==> config.mk <==
export PLATFORM = sky130hd
export DESIGN_NAME = temp_state_ctrl
export DESIGN_NICKNAME = d
export VERILOG_FILES = /design/src/rtl/temp_pkg.sv /design/src/rtl/temp_level_cmp.sv /design/src/rtl/temp_state_ctrl.sv
export SDC_FILE = /design/constraint.sdc
export NUM_CORES = 1
export LEC_CHECK = 0
export CORE_MARGIN = 1.5
export CORE_UTILIZATION = 43
export CTS_CLUSTER_SIZE = 10
export DETAILED_ROUTE_END_ITERATION = 8
export PLACE_DENSITY = 0.71
export RECOVER_POWER = 50
export SETUP_SLACK_MARGIN = 0.4
export SYNTH_ARGS = -nofsm -noshare
export SYNTH_HDL_FRONTEND = slang
export SYNTH_SLANG_ARGS = --single-unit
==> constraint.sdc <==
create_clock -name clk -period 7.75 [get_ports clk]
set_input_delay 1.55 -clock clk [delete_from_list [all_inputs] [get_ports clk]]
set_output_delay 1.55 -clock clk [all_outputs]
set_load 0.02 [all_outputs]
==> src/rtl/temp_pkg.sv <==
// Shared definitions for the temperature state controller: one-hot level codes,
// alarm pattern constants and the BCD digit check.
package temp_pkg;

  localparam logic [3:0] NORMAL    = 4'b0001;
  localparam logic [3:0] BORDER    = 4'b0010;
  localparam logic [3:0] ATTENTION = 4'b0100;
  localparam logic [3:0] EMERGENCY = 4'b1000;

  // Wide source patterns; the controller slices its own ALARM_W bits out of these.
  localparam int unsigned ALARM_MAX_W = 64;
  localparam logic [ALARM_MAX_W-1:0] ALARM_ALT  = {32{2'b10}};
  localparam logic [ALARM_MAX_W-1:0] ALARM_ONES = '1;

  typedef enum logic [1:0] {PatOff, PatAlt, PatFull, PatRate} alarm_pat_e;

  function automatic logic bcd_digit_valid(input logic [3:0] digit);
    return digit <= 4'd9;
  endfunction

endpackage

==> src/rtl/temp_level_cmp.sv <==
// Combinational BCD range classifier: next temperature level from the current
// level, with rise/fall thresholds providing per-level hysteresis.
module temp_level_cmp
  import temp_pkg::*;
#(
  parameter int unsigned W = 12
) (
  input  logic [W-1:0] temp,
  input  logic [3:0]   cur_state,
  input  logic [W-1:0] border_rise,
  input  logic [W-1:0] attn_rise,
  input  logic [W-1:0] emerg_rise,
  input  logic [W-1:0] border_fall,
  input  logic [W-1:0] attn_fall,
  input  logic [W-1:0] emerg_fall,
  output logic [3:0]   next_level
);

  logic [3:0] rise_lvl;

  always_comb begin
    if (temp >= emerg_rise)       rise_lvl = EMERGENCY;
    else if (temp >= attn_rise)   rise_lvl = ATTENTION;
    else if (temp >= border_rise) rise_lvl = BORDER;
    else                          rise_lvl = NORMAL;
  end

  always_comb begin
    next_level = cur_state;
    unique case (cur_state)
      NORMAL: next_level = rise_lvl;
      BORDER: begin
        if (rise_lvl == ATTENTION || rise_lvl == EMERGENCY) next_level = rise_lvl;
        else if (temp < border_fall)                        next_level = NORMAL;
      end
      ATTENTION: begin
        if (rise_lvl == EMERGENCY)  next_level = EMERGENCY;
        else if (temp < attn_fall)  next_level = (temp < border_fall) ? NORMAL : BORDER;
      end
      EMERGENCY: begin
        // Falling out of EMERGENCY may skip straight past ATTENTION.
        if (temp < emerg_fall) next_level = rise_lvl;
      end
      default: next_level = rise_lvl;
    endcase
  end

endmodule

==> src/rtl/temp_state_ctrl.sv <==
// Temperature state controller: classifies BCD samples with hysteresis, latches
// emergencies until acknowledged, drives the LED alarm bar. Optional ALARM_BLINK_EN.
module temp_state_ctrl
  import temp_pkg::*;
#(
  parameter int unsigned NUM_DIGITS = 3,
  parameter int unsigned ALARM_W    = 10,
  parameter logic [4*NUM_DIGITS-1:0] BORDER_RISE = 12'h400,
  parameter logic [4*NUM_DIGITS-1:0] ATTN_RISE   = 12'h470,
  parameter logic [4*NUM_DIGITS-1:0] EMERG_RISE  = 12'h500,
  parameter logic [4*NUM_DIGITS-1:0] BORDER_FALL = 12'h395,
  parameter logic [4*NUM_DIGITS-1:0] ATTN_FALL   = 12'h465,
  parameter logic [4*NUM_DIGITS-1:0] EMERG_FALL  = 12'h495,
  parameter logic [4*NUM_DIGITS-1:0] RATE_TH     = 12'h050,
  parameter int unsigned RATE_ARM   = 2,
  parameter int unsigned BLINK_DIV  = 25000000
) (
  input  logic                    clk,
  input  logic                    rst,
  input  logic                    sample_valid,
  input  logic [4*NUM_DIGITS-1:0] temp_bcd,
  input  logic [4*NUM_DIGITS-1:0] diff_bcd,
  input  logic                    sign_change,
  input  logic                    ack,
  output logic [3:0]              state,
  output logic [ALARM_W-1:0]      alarm,
  output logic                    latched,
  output logic                    bcd_err
);

  localparam int unsigned W    = 4 * NUM_DIGITS;
  localparam int unsigned ArmW = (RATE_ARM > 0) ? $clog2(RATE_ARM + 1) : 1;

  logic [3:0]         state_q, state_d;
  logic [ALARM_W-1:0] alarm_q, alarm_d;
  logic               latched_q, latched_d;
  logic               bcd_err_q, bcd_err_d;
  logic [ArmW-1:0]    arm_q, arm_d;
  logic [W-1:0]       last_q, last_d;
  alarm_pat_e         pat_q, pat_d;

  logic               sample_ok, armed, ack_clear, phase_d;
  logic [3:0]         ack_lvl, smp_lvl;
  logic [ALARM_W-1:0] alt_pat, rate_pat;

`ifdef ALARM_BLINK_EN
  localparam int unsigned DivW = (BLINK_DIV > 1) ? $clog2(BLINK_DIV) : 1;
  logic [DivW-1:0] div_q;
  logic            phase_q;
  logic            div_wrap;

  assign div_wrap = (div_q == DivW'(BLINK_DIV - 1));
  assign phase_d  = div_wrap ? ~phase_q : phase_q;

  always_ff @(posedge clk or posedge rst) begin
    if (rst) begin
      div_q   <= '0;
      phase_q <= 1'b0;
    end else begin
      div_q   <= div_wrap ? '0 : div_q + DivW'(1);
      phase_q <= phase_d;
    end
  end
`else
  assign phase_d = 1'b0;
`endif

  always_comb begin
    alt_pat               = ALARM_ALT[ALARM_W-1:0];
    rate_pat              = ALARM_ONES[ALARM_W-1:0];
    rate_pat[0]           = 1'b0;
    rate_pat[ALARM_W-1]   = 1'b0;
  end

  // Ack reclassifies from the last accepted temp; a same-cycle sample then
  // classifies from that reclassified level.
  temp_level_cmp #(.W(W)) u_cmp_ack (
    .temp        (last_q),
    .cur_state   (state_q),
    .border_rise (BORDER_RISE),
    .attn_rise   (ATTN_RISE),
    .emerg_rise  (EMERG_RISE),
    .border_fall (BORDER_FALL),
    .attn_fall   (ATTN_FALL),
    .emerg_fall  (EMERG_FALL),
    .next_level  (ack_lvl)
  );

  temp_level_cmp #(.W(W)) u_cmp_smp (
    .temp        (temp_bcd),
    .cur_state   (ack_clear ? ack_lvl : state_q),
    .border_rise (BORDER_RISE),
    .attn_rise   (ATTN_RISE),
    .emerg_rise  (EMERG_RISE),
    .border_fall (BORDER_FALL),
    .attn_fall   (ATTN_FALL),
    .emerg_fall  (EMERG_FALL),
    .next_level  (smp_lvl)
  );

  always_comb begin
    sample_ok = 1'b1;
    for (int i = 0; i < NUM_DIGITS; i++) begin
      if (!bcd_digit_valid(temp_bcd[4*i +: 4]) || !bcd_digit_valid(diff_bcd[4*i +: 4])) begin
        sample_ok = 1'b0;
      end
    end
  end

  assign armed     = (arm_q == ArmW'(RATE_ARM));
  assign ack_clear = ack && latched_q && (last_q < EMERG_FALL);

  always_comb begin
    state_d   = state_q;
    latched_d = latched_q;
    pat_d     = pat_q;
    arm_d     = arm_q;
    last_d    = last_q;
    bcd_err_d = 1'b0;
    if (sign_change) begin
      state_d   = EMERGENCY;
      latched_d = 1'b1;
      pat_d     = PatFull;
    end else begin
      if (ack_clear) begin
        latched_d = 1'b0;
        state_d   = ack_lvl;
      end
      if (sample_valid) begin
        if (!sample_ok) begin
          bcd_err_d = 1'b1;
        end else begin
          last_d = temp_bcd;
          if (!armed) arm_d = arm_q + ArmW'(1);
          if (armed && diff_bcd >= RATE_TH) begin
            state_d   = EMERGENCY;
            latched_d = 1'b1;
            pat_d     = PatRate;
          end else if (!latched_d) begin
            state_d = smp_lvl;
          end
        end
      end
      if (!latched_d) begin
        unique case (state_d)
          ATTENTION: pat_d = PatAlt;
          EMERGENCY: pat_d = PatFull;
          default:   pat_d = PatOff;
        endcase
      end
    end
  end

  always_comb begin
    alarm_d = '0;
    unique case (pat_d)
      PatAlt:  alarm_d = alt_pat ^ {ALARM_W{phase_d}};
      PatFull: alarm_d = phase_d ? '0 : ALARM_ONES[ALARM_W-1:0];
      PatRate: alarm_d = phase_d ? '0 : rate_pat;
      default: alarm_d = '0;
    endcase
  end

  always_ff @(posedge clk or posedge rst) begin
    if (rst) begin
      state_q   <= NORMAL;
      alarm_q   <= '0;
      latched_q <= 1'b0;
      bcd_err_q <= 1'b0;
      arm_q     <= '0;
      last_q    <= '0;
      pat_q     <= PatOff;
    end else begin
      state_q   <= state_d;
      alarm_q   <= alarm_d;
      latched_q <= latched_d;
      bcd_err_q <= bcd_err_d;
      arm_q     <= arm_d;
      last_q    <= last_d;
      pat_q     <= pat_d;
    end
  end

  assign state   = state_q;
  assign alarm   = alarm_q;
  assign latched = latched_q;
  assign bcd_err = bcd_err_q;

endmodule

==> tab_implementation.tex, run 1 <==
\begin{tabular}{lr}
\hline
Metric & Value \\
\hline
\multicolumn{2}{l}{\textbf{Outcome}} \\
Outcome & finished clean \\
\multicolumn{2}{l}{\textbf{Clock tree}} \\
Root Driver & clkbuf\_8 \\
Clock-pin slew on the worst setup and hold paths & 90 ps \\
Clock net sink count & 26 \\
Clock tree from TritonCTS & yes \\
Clock latency reported for the late side of the worst-skew pair & 270 ps \\
Number of buffers inserted for hold repair after clock tree synthesis & 0 \\
Number of levels the H-tree was split into & 1 \\
Maximum buffer depth of the clock tree & 2 \\
Number of buffers added for setup after CTS & 0 \\
Post-cts resize count & 0 \\
Total clock buffers created by CTS & 3 \\
\multicolumn{2}{l}{\textbf{Detailed routing}} \\
Final routed wire length divided by cell count & 14.5 um \\
Number of iterations in the first detailed-routing pass & 5 \\
1st-iter DRT viols & 44 \\
Remaining antenna violation count after routing & 0 \\
Via count & 1613 \\
Number of remaining DRC errors & 0 \\
Final Routed Wirelength & slightly above 4000 um \\
Avg Vias per Cell & 5.68 \\
\multicolumn{2}{l}{\textbf{Timing}} \\
Final-report max-slew violation count & 0 \\
Endpoints failing hold & 0 \\
Min Tclk post-route & approximately 4300 ps \\
Clock Skews & roughly 4.8 ps \\
Achievable clock frequency & between 200 and 250 MHz \\
Min setup slack post-route & 3430 ps \\
Setup TNS Final & 0 ps \\
Number of setup violations in the final report & 0 \\
Tcrit/Tclk final & 55.8\% \\
Unrepaired setup endpoints after global routing & false \\
Worst-margin pin slew & 1010 ps \\
Worst slew margin & 32.8\% \\
\multicolumn{2}{l}{\textbf{Cells and area}} \\
Count of inserted antenna diode cells & 0 \\
Final Cell Area & between 2000 and 2500 um\^{}2 \\
Final core occ & 57.0\% \\
Number of nets in the final layout & 268 \\
Area added between synthesis and finish & 27.2\% \\
Fillcell total & roughly 370 \\
Share of post-route cells with drive strength above 1 & 15.0\% \\
\multicolumn{2}{l}{\textbf{Yosys}} \\
Seq/Total Area, Yosys & roughly 36\% \\
Yosys reg bits & 26 \\
Top cells by instance count after synthesis & 25 x dfrtp\_1, 22 x nor2\_1, 20 x o21ai\_0, 12 x inv\_1 \\
Fraction of synthesized cell area taken by the top area cell type & $\sim$35\% \\
Number of different library cells in the post-synthesis netlist & 54 \\
Top-count cell post-synth & dfrtp\_1 \\
Cell accounting for the most synthesized area & dfrtp\_1 \\
Gate count after technology mapping & $\sim$200 \\
Total standard cell area after synthesis & 1810 um\^{}2 \\
Mapped Nets & 228 \\
Average cell area after synthesis & 9.27 um\^{}2 \\
Dominant register cell in the synthesized netlist & dfrtp\_1 \\
Area contributors post-synth & dfrtp\_1 35\%, mux2\_2 6.2\%, o21ai\_0 5.5\% \\
Number of enable-type register cells in the synthesized netlist & 0 \\
Synth Warn \# & 0 \\
Fraction of registers with async set/reset & 100\% \\
\multicolumn{2}{l}{\textbf{Power}} \\
Logic pwr share & 47.8\% \\
Share of total power in sequential cells & 36.2\% \\
Peak supply drop & 0.000118 V \\
Sw frac & 39.4\% \\
Reported net switching power & 0.000223 W \\
Power density normalized to cell area & $\sim$250 nW/um\^{}2 \\
Internal Power & 0.000342 W \\
Clock Power Share & 15.9\% \\
Cell leakage power & 0.867 nW \\
Total power & 0.000564 W \\
\multicolumn{2}{l}{\textbf{Die}} \\
Core Area & between 4000 and 5000 um\^{}2 \\
Top-Level Pins & between 40 and 50 \\
Die Width & 67.8 um \\
Die ar. & 4600 um\^{}2 \\
Starting Density & between 40 and 50\% \\
Site Rows & 23 \\
Floorplan die height & 67.8 um \\
\multicolumn{2}{l}{\textbf{Setup path}} \\
Slowest CP cell & nor4b\_2 \\
Kind of launch point of the worst setup path & primary input \\
Largest fanout of any net on the critical path & 7 \\
Ordered cell list for the critical path & clkdlybuf4s50\_1, o21ai\_0, nand4\_1, nor4b\_2, a31o\_2, a211oi\_1, inv\_1, a211oi\_2, a211oi\_2, a31oi\_1, ha\_1, nor2\_1, nor2\_1 \\
Buffering stage count on the worst path with inverters included & 2 \\
Delay of the slowest critical-path stage & 730 ps \\
Arrival @ worst endpoint & between 4000 and 5000 ps \\
Cell type group with the largest total delay on the critical path & compound AO/OA/AOI/OAI gates \\
Endpoint type of the worst setup path & flip-flop \\
Setup Crit Path Kind & primary input to flip-flop \\
Crit path required time & 7930 ps \\
\multicolumn{2}{l}{\textbf{Global route}} \\
Grt ovf & 0 \\
First-pass GRT wire length & 6950 um \\
Global-route usage over all layers & between 10\% and 20\% \\
Number of antenna violations at the first check in global routing & 0 \\
Via count of the first global-routing pass & 1462 \\
Maximum number of pins on one net before global-route repair & 27 \\
\multicolumn{2}{l}{\textbf{Run}} \\
Max-capacitance violation count & 0 \\
\multicolumn{2}{l}{\textbf{Placement}} \\
Area post-placement & 2240 um\^{}2 \\
DP HPWL & 3220 um \\
Quantity of I/O buffers inserted on ports & 43 \\
Dpl ws & $\sim$3200 ps \\
Global placement routability congestion & 0.873 \\
\multicolumn{2}{l}{\textbf{Hold path}} \\
Hold/Removal Path Class & flip-flop to flip-flop \\
\hline
\end{tabular}
[area by class of cell]
cell class	count	area [um^2]	share of cell area [%]
Clock buffer	4	55.1	2.40
Sequential cell	26	652	28.4
Inverter	12	45.0	1.96
Timing Repair Buffer	43	430	18.7
Multi-Input combinational cell	149	1050	45.8
Tap cell	50	62.6	2.72
[per-stage QoR]
step	hold slack, ps	std cells
3_3_place_gp	518	280
6_report	538	284
2_1_floorplan	497	195
3_5_place_dp	525	280
4_1_cts	538	284
5_1_grt	558	284
[power groups by stage]
stage | Clock (W) | Sequential, W | Combinational (W)
2_1_floorplan | 0 | 0.000216 | 0.000184
3_3_place_gp | 0 | 0.000206 | 0.000271
3_5_place_dp | 0 | 0.000208 | 0.000274
4_1_cts | 0.0000914 | 0.000205 | 0.000275
5_1_grt | 0.0000963 | 0.000211 | 0.000298
6_report | 0.0000899 | 0.000204 | 0.000270
[sequential cells by signal (all words and copies together), names as in the netlist]
register  cells
pat_q         2
latched       1
alarm         4
bcd_err       1
arm_q         2
state         4
last_q       12
[kinds of logic (layout without fill, tap and decap cells)]
| logic type | after synthesis | after routing | share of synthesized area [%] |
|---|---|---|---|
| AND/OR/NAND/NOR | 70 | 70 | 22.9 |
| adder cells (fa/ha/maj) | 4 | 4 | 2.77 |
| buffers and inverters | 20 | 59 | 5.61 |
| XOR/XNOR | 1 | 1 | 0.485 |
| flip-flops | 26 | 26 | 36.1 |
| multiplexers | 10 | 10 | 6.23 |
| AO/OA/AOI/OAI | 64 | 64 | 25.9 |
[worst register-to-register path, delay by kind of cell (launching register included)]
family / cells / cell delay, ps
compound gates: 6 / 1680
fa+ha+maj: 1 / 200
flops: 1 / 500
simple gates: 5 / 830
[layer usage]
| metal | routed length, um | global-route usage, % |
|---|---|---|
| met1 | 2010 | 28.0 |
| met5 | 0 | 0 |
| met2 | 1910 | 33.0 |
| met4 | 44 | 4.50 |
| met3 | 161 | 2.47 |
[layout by cell type (no fill, tap or decap), drive strengths merged, types with 2 or more instances in the layout]
cell type / instances
a211oi: 7
a21oi: 6
a31o: 2
a31oi: 5
and4: 2
clkbuf: 4
clkdlybuf4s50: 35
dfrtp: 25
dlygate4sd3: 8
ha: 4
inv: 12
mux2: 10
nand2: 10
nand2b: 2
nand3: 3
nor2: 23
nor2b: 3
nor3: 8
nor4: 3
nor4b: 4
o211ai: 5
o21a: 4
o21ai: 23
or2: 4
[worst paths after layout]
path                              start   endpoint  slack, ps  depth (start not counted)
setup / recovery           temp_bcd[10]   alarm[8]       3430                         13
hold / removal                 arm_q[0]   arm_q[0]        540                          2
setup reg to reg               state[3]   alarm[8]       4430                         12
hold reg to reg                arm_q[0]   arm_q[0]        540                          2
max in group asynchronous           rst  last_q[5]       5200                          2
min in group asynchronous           rst  last_q[7]       1950                          2
No activity file was read; power rests on OpenSTA's default activity.
==> run 2: changes to the inputs <==
--- a/config.mk
+++ b/config.mk
@@ -9,7 +9,7 @@
 export CORE_UTILIZATION = 43
 export CTS_CLUSTER_SIZE = 10
 export DETAILED_ROUTE_END_ITERATION = 8
-export PLACE_DENSITY = 0.71
+export PLACE_DENSITY = 0.74
 export RECOVER_POWER = 50
 export SETUP_SLACK_MARGIN = 0.4
 export SYNTH_ARGS = -nofsm -noshare
==> constraint.sdc (replaced) <==
create_clock -name clk -period 3.7 [get_ports clk]
set_input_delay 0.74 -clock clk [delete_from_list [all_inputs] [get_ports clk]]
set_output_delay 0.74 -clock clk [all_outputs]
set_load 0.02 [all_outputs]
==> tab_implementation.tex, run 2 (synthesized netlist as in run 1, its figures left out) <==
\begin{tabular}{lr}
\hline
Metric & Value \\
\hline
\multicolumn{2}{l}{\textbf{Power}} \\
Peak supply drop & 0.000214 V \\
Internal Power & 0.000773 W \\
Logic pwr share & 52.3\% \\
Sw frac & about two fifths \\
Clock Power Share & 14.1\% \\
Cell leakage power & 0.962 nW \\
Total power & between 0.001 and 0.0015 W \\
Share of total power in sequential cells & 33.6\% \\
Reported net switching power & 0.000518 W \\
Power density normalized to cell area & 508 nW/um\^{}2 \\
\multicolumn{2}{l}{\textbf{Cells and area}} \\
Flip-flop count of the largest register, all copies and words added & 12 \\
Area of combinational cells with multiple inputs & between 1000 and 1500 um\^{}2 \\
Area added between synthesis and finish & 40.5\% \\
Final core occ & 63.0\% \\
Share of post-route cells with drive strength above 1 & 24.6\% \\
Register area & around 650 um\^{}2 \\
Final instance count without filler cells & 298 \\
Most common cell after layout, fill and taps aside & clkdlybuf4s50\_1 \\
Fillcell total & 353 \\
Number of nets in the final layout & 282 \\
Most used cells in the layout excluding fill and tap cells & 34 x clkdlybuf4s50\_1, 24 x dfrtp\_1, 21 x nor2\_1 \\
Count of inserted antenna diode cells & 0 \\
Final Cell Area & about 2500 um\^{}2 \\
Register name with the most flops & last\_q \\
\multicolumn{2}{l}{\textbf{Placement}} \\
Placed cells & 289 \\
Global placement routability congestion & approximately 0.87 \\
DP HPWL & 3380 um \\
Quantity of I/O buffers inserted on ports & 43 \\
Area post-placement & 2310 um\^{}2 \\
\multicolumn{2}{l}{\textbf{Clock tree}} \\
Number of levels the H-tree was split into & 1 \\
Clock-pin slew on the worst setup and hold paths & 90 ps \\
Clock tree from TritonCTS & yes \\
Clock latency reported for the late side of the worst-skew pair & 270 ps \\
Clock net sink count & 26 \\
Maximum buffer depth of the clock tree & 2 \\
Total clock buffers created by CTS & 3 \\
Root Driver & clkbuf\_8 \\
\multicolumn{2}{l}{\textbf{Setup path}} \\
Buffering stage count on the worst path with inverters included & 2 \\
Arrival @ worst endpoint & roughly 3400 ps \\
Endpoint type of the worst setup path & flip-flop \\
Slack of the worst reg-to-reg path & 450 ps \\
Cell type group with the largest total delay on the critical path & compound AO/OA/AOI/OAI gates \\
Slowest CP cell & clkdlybuf4s50\_1 \\
Worst reg2reg path depth & 12 \\
Crit path required time & 3870 ps \\
Largest fanout of any net on the critical path & 4 \\
Ordered cell list for the critical path & clkdlybuf4s50\_1, o21ai\_1, nand4\_1, nor2\_1, nand2\_1, a211oi\_2, inv\_1, a211oi\_2, a211oi\_2, a221o\_1, ha\_1, nor2\_1, nor2\_1 \\
Setup Crit Path Kind & primary input to flip-flop \\
Kind of launch point of the worst setup path & primary input \\
Count of cell instances traversed by the critical path & 13 \\
FF-to-FF Start & last\_q[9] \\
Delay of the slowest critical-path stage & 470 ps \\
Crit Reg-Reg Endpoint & alarm[8] \\
\multicolumn{2}{l}{\textbf{Timing}} \\
Worst slew margin & a little over a third \\
Setup TNS Final & 0 ps \\
Achievable clock frequency & 306 MHz \\
Number of setup violations in the final report & 0 \\
Tcrit/Tclk final & between 80 and 90\% \\
Unrepaired setup endpoints after global routing & true \\
Final-report max-slew violation count & 0 \\
Worst-margin pin slew & slightly below 1000 ps \\
Clock Skews & 2.78 ps \\
Endpoints failing hold & 0 \\
Min Tclk post-route & about 3300 ps \\
\multicolumn{2}{l}{\textbf{Detailed routing}} \\
Number of iterations in the first detailed-routing pass & 4 \\
Via count & 1735 \\
Avg Vias per Cell & 5.82 \\
Remaining antenna violation count after routing & 0 \\
Number of remaining DRC errors & 0 \\
Final Routed Wirelength & approximately 4500 um \\
1st-iter DRT viols & just under 70 \\
Final routed wire length divided by cell count & 15.2 um \\
\multicolumn{2}{l}{\textbf{Hold path}} \\
Worst hold path cell count & 1 \\
Hold/Removal Path Class & flip-flop to flip-flop \\
Startpoint of the worst hold path & last\_q[1] \\
Capture endpoint of the worst hold path & last\_q[1] \\
\multicolumn{2}{l}{\textbf{Global route}} \\
Via count of the first global-routing pass & 1608 \\
Number of antenna violations at the first check in global routing & 0 \\
Grt ovf & 0 \\
Global-route usage over all layers & 21.2\% \\
First-pass GRT wire length & 7350 um \\
Maximum number of pins on one net before global-route repair & 27 \\
\multicolumn{2}{l}{\textbf{Die}} \\
Die ar. & 4600 um\^{}2 \\
Die Width & between 60 and 70 um \\
Floorplan die height & $\sim$68 um \\
Top-Level Pins & 45 \\
Starting Density & $\sim$45\% \\
Site Rows & 23 \\
Core Area & 4030 um\^{}2 \\
\multicolumn{2}{l}{\textbf{Run}} \\
Max-capacitance violation count & 0 \\
\multicolumn{2}{l}{\textbf{Outcome}} \\
Outcome & finished clean \\
\hline
\end{tabular}
run 2: changes by cell type in the layout (fill, tap and decap cells not counted), sizes merged:
cell | previous run | this run
buf | 0 | 14
dlymetal6s2s | 0 | 1
clkdlybuf4s50 | 35 | 34
run 2: timing repair:
| item | CTS | global route |
|---|---|---|
| setup endpoints to repair | 2 | 4 |
| gates resized for setup | 3 | 27 |
| hold buffers | 0 | 0 |
| gates cloned | 0 | 0 |
| buffers inserted | 0 | 5 |
| pin swaps | 0 | 3 |
run 2: worst register-to-register path, cell delays in order (launching register included):
cell and delay, ps:
dfrtp_1 430, or4b_4 600, a2111oi_4 330, a211oi_2 150, a211oi_4 250, nor2_2 120
and4_1 220, a211oi_2 220, a211oi_2 110, a221o_1 370, ha_1 200, nor2_1 100
nor2_1 40
run 2: area by class of cell:
class / count / share of cell area [%]
tap: 50 / 2.46
inverter: 12 / 1.77
clock buffer: 4 / 2.17
sequential: 26 / 25.7
multi-input combinational: 149 / 46.7
timing repair buffer: 57 / 21.2
run 2: worst max-delay path by stage:
stage	slack, ps	end	startpoint
6_report	430	alarm[8]	temp_bcd[9]
5_1_grt	280	alarm[8]	temp_bcd[9]
4_1_cts	450	alarm[8]	ack
3_5_place_dp	60	alarm[8]	ack
3_3_place_gp	90	alarm[8]	ack
2_1_floorplan	620	alarm[8]	ack
run 2: per-stage QoR:
step / hold WS, ps / setup WS (ps)
floorplan: 497 / 624
global placement: 514 / 88.0
detailed placement: 522 / 55.3
CTS: 542 / 453
global route: 553 / 283
finish: 539 / 435
run 2: power by group through the flow:
stage,logic [W],clock network [W],registers (W)
after floorplan,0.000384,0,0.000452
after global placement,0.000593,0,0.000432
after detailed placement,0.000607,0,0.000435
after CTS,0.000613,0.000188,0.000430
after global routing,0.000736,0.000200,0.000446
final,0.000674,0.000183,0.000433
run 2: layer usage:
layer	global-route usage, %	part of all wire, %	routed length (um)
met1	27.2	44	2010
met2	37.0	49	2240
met3	2.80	4.7	212
met4	6.75	1.4	65
met5	0	0	0
==> run 3: changes to the inputs <==
--- a/config.mk
+++ b/config.mk
@@ -5,8 +5,8 @@
 export SDC_FILE = /design/constraint.sdc
 export NUM_CORES = 1
 export LEC_CHECK = 0
-export CORE_MARGIN = 1.5
 export CORE_UTILIZATION = 43
+export CTS_BUF_LIST = sky130_fd_sc_hd__clkbuf_4
 export CTS_CLUSTER_SIZE = 10
 export DETAILED_ROUTE_END_ITERATION = 8
 export PLACE_DENSITY = 0.74
==> tab_implementation.tex, run 3 (synthesized netlist as in run 1, its figures left out) <==
\begin{tabular}{lr}
\hline
Metric & Value \\
\hline
\multicolumn{2}{l}{\textbf{Die}} \\
Die Width & 66.8 um \\
Core Area & slightly above 4000 um\^{}2 \\
Top-Level Pins & 45 \\
Die ar. & roughly 4500 um\^{}2 \\
Floorplan die height & $\sim$67 um \\
Starting Density & 44.8\% \\
Site Rows & 23 \\
\multicolumn{2}{l}{\textbf{Detailed routing}} \\
Final routed wire length divided by cell count & $\sim$14 um \\
Number of iterations in the first detailed-routing pass & 4 \\
Via count & 1636 \\
Remaining antenna violation count after routing & 0 \\
Met2 routed WL & around 1900 um \\
Final Routed Wirelength & 4040 um \\
Avg Vias per Cell & 5.58 \\
1st-iter DRT viols & 50 \\
Wl on met1 & 1990 um \\
Top layer reached by signal wires & met4 \\
Number of remaining DRC errors & 0 \\
Metal3 WL & 130 um \\
\multicolumn{2}{l}{\textbf{Timing}} \\
Clock Skews & 2.57 ps \\
Achievable clock frequency & 310 MHz \\
Tcrit/Tclk final & 87.1\% \\
Number of setup violations in the final report & 0 \\
Endpoints failing hold & 0 \\
Final-report max-slew violation count & 0 \\
Setup TNS Final & 0 ps \\
Min Tclk post-route & 3220 ps \\
Worst slew margin & 37.2\% \\
Unrepaired setup endpoints after global routing & true \\
Worst-margin pin slew & approximately 940 ps \\
\multicolumn{2}{l}{\textbf{Placement}} \\
Quantity of I/O buffers inserted on ports & 43 \\
DP HPWL & between 3000 and 4000 um \\
Global placement routability congestion & 0.945 \\
\multicolumn{2}{l}{\textbf{Run}} \\
Max-capacitance violation count & 0 \\
\multicolumn{2}{l}{\textbf{Setup path}} \\
Critical Path Start & temp\_bcd[9] \\
Crit path required time & $\sim$3900 ps \\
Arrival @ worst endpoint & 3450 ps \\
Largest fanout of any net on the critical path & 7 \\
FF-to-FF Start & last\_q[8] \\
Endpoint type of the worst setup path & flip-flop \\
Setup Crit Path Kind & primary input to flip-flop \\
Termination of the worst setup path & alarm[8] \\
Worst reg2reg path depth & 12 \\
Crit Reg-Reg Endpoint & alarm[8] \\
Slack of the worst reg-to-reg path & 510 ps \\
Kind of launch point of the worst setup path & primary input \\
\multicolumn{2}{l}{\textbf{Clock tree}} \\
Root Driver & clkbuf\_4 \\
Clock latency reported for the late side of the worst-skew pair & between 300 and 400 ps \\
Clock-pin slew on the worst setup and hold paths & 130 ps \\
Clock tree from TritonCTS & yes \\
Total clock buffers created by CTS & 3 \\
Maximum buffer depth of the clock tree & 2 \\
Number of levels the H-tree was split into & 1 \\
Clock net sink count & 26 \\
\multicolumn{2}{l}{\textbf{Cells and area}} \\
Final core occ & approximately three fifths \\
Most used cells in the layout excluding fill and tap cells & 35 x clkdlybuf4s50\_1, 25 x dfrtp\_1, 21 x nor2\_1 \\
Area added between synthesis and finish & 30.9\% \\
Count of inserted antenna diode cells & 0 \\
Fillcell total & 364 \\
Register name with the most flops & last\_q \\
Number of nets in the final layout & 277 \\
Most common cell after layout, fill and taps aside & clkdlybuf4s50\_1 \\
Share of post-route cells with drive strength above 1 & a little under 20\% \\
Flip-flop count of the largest register, all copies and words added & 12 \\
\multicolumn{2}{l}{\textbf{Global route}} \\
First-pass GRT wire length & 6900 um \\
Maximum number of pins on one net before global-route repair & 27 \\
Global-route usage over all layers & $\sim$20\% \\
Number of antenna violations at the first check in global routing & 0 \\
Via count of the first global-routing pass & 1470 \\
Grt ovf & 0 \\
\multicolumn{2}{l}{\textbf{Power}} \\
Power density normalized to cell area & 488 nW/um\^{}2 \\
Reported net switching power & 0.000466 W \\
Cell leakage power & 0.902 nW \\
Sw frac & between 40\% and 50\% \\
Logic pwr share & 52.4\% \\
Internal Power & 0.000689 W \\
Clock Power Share & 10.3\% \\
Peak supply drop & 0.000250 V \\
Total power & 0.00115 W \\
Share of total power in sequential cells & 37.3\% \\
\multicolumn{2}{l}{\textbf{Outcome}} \\
Outcome & finished clean \\
\multicolumn{2}{l}{\textbf{Hold path}} \\
Hold/Removal Path Class & flip-flop to flip-flop \\
\hline
\end{tabular}
## run 3: cell count changes in the layout (fill, tap and decap cells not counted), sizes merged
cell,change
clkdlybuf4s50,+1
buf,-5
dlymetal6s2s,-1
clkbuf,-1
clkinv,+1
## run 3: per-stage QoR
stage                     hold slack, ps  setup slack (ps)  std cells  cell area (um^2)
after floorplan                      497               624        195              1810
after global placement               514              81.2        288              2300
after detailed placement             521              86.1        288              2300
after CTS                            552               438        292              2330
after global routing                 573               279        293              2360
final                                550               476        293              2360
## run 3: layout make-up
type                    instances  area, um^2  share of cell area [%]
inverters                      12        45.0                    1.90
multi-input cells             149        1080                    45.7
repair buffers                 52         498                    21.1
well taps                      50        62.6                    2.65
flip-flops and latches         26         652                    27.6
clock buffers                   3        22.5                   0.952
clock inverters                 1        3.75                   0.159
## run 3: timing repair
action                                 4_1_cts  5_1_grt
buffers inserted                             0        1
setup endpoints to repair                    0        4
hold buffers                                 0        0
gates resized for setup                      0        9
endpoints found under the hold margin        0        0
## run 3: worst min path at each step
stage	start	cells past startpoint	to
finish	last_q[2]	1	last_q[2]
global route	last_q[2]	1	last_q[2]
CTS	last_q[2]	1	last_q[2]
detailed placement	last_q[2]	1	last_q[2]
global placement	last_q[1]	1	last_q[1]
floorplan	last_q[2]	1	last_q[2]
## run 3: power groups by stage
stage	Clock (W)	Sequential, W	Combinational (W)
after CTS	0.000126	0.000430	0.000602
after detailed placement	0	0.000436	0.000599
after floorplan	0	0.000452	0.000384
after global routing	0.000137	0.000442	0.000668
after global placement	0	0.000431	0.000589
final	0.000119	0.000430	0.000605
## run 3: worst max-delay path: stages
cell,delay [ps]
clkdlybuf4s50_1,460
o21ai_0,310
nand4_1,180
nor2_1,240
nand3_2,200
nor3_1,260
nand2_1,100
o21ai_2,160
a211oi_2,90
a221o_1,360
ha_1,200
nor2_1,100
nor2_1,40
## run 3: per-layer routing
layer  track usage [%]  up-vias
met2              33.3       49
met3              2.40        8
met1              28.0      759
met4              6.38        0
met5                 0        -
li1                  -      820
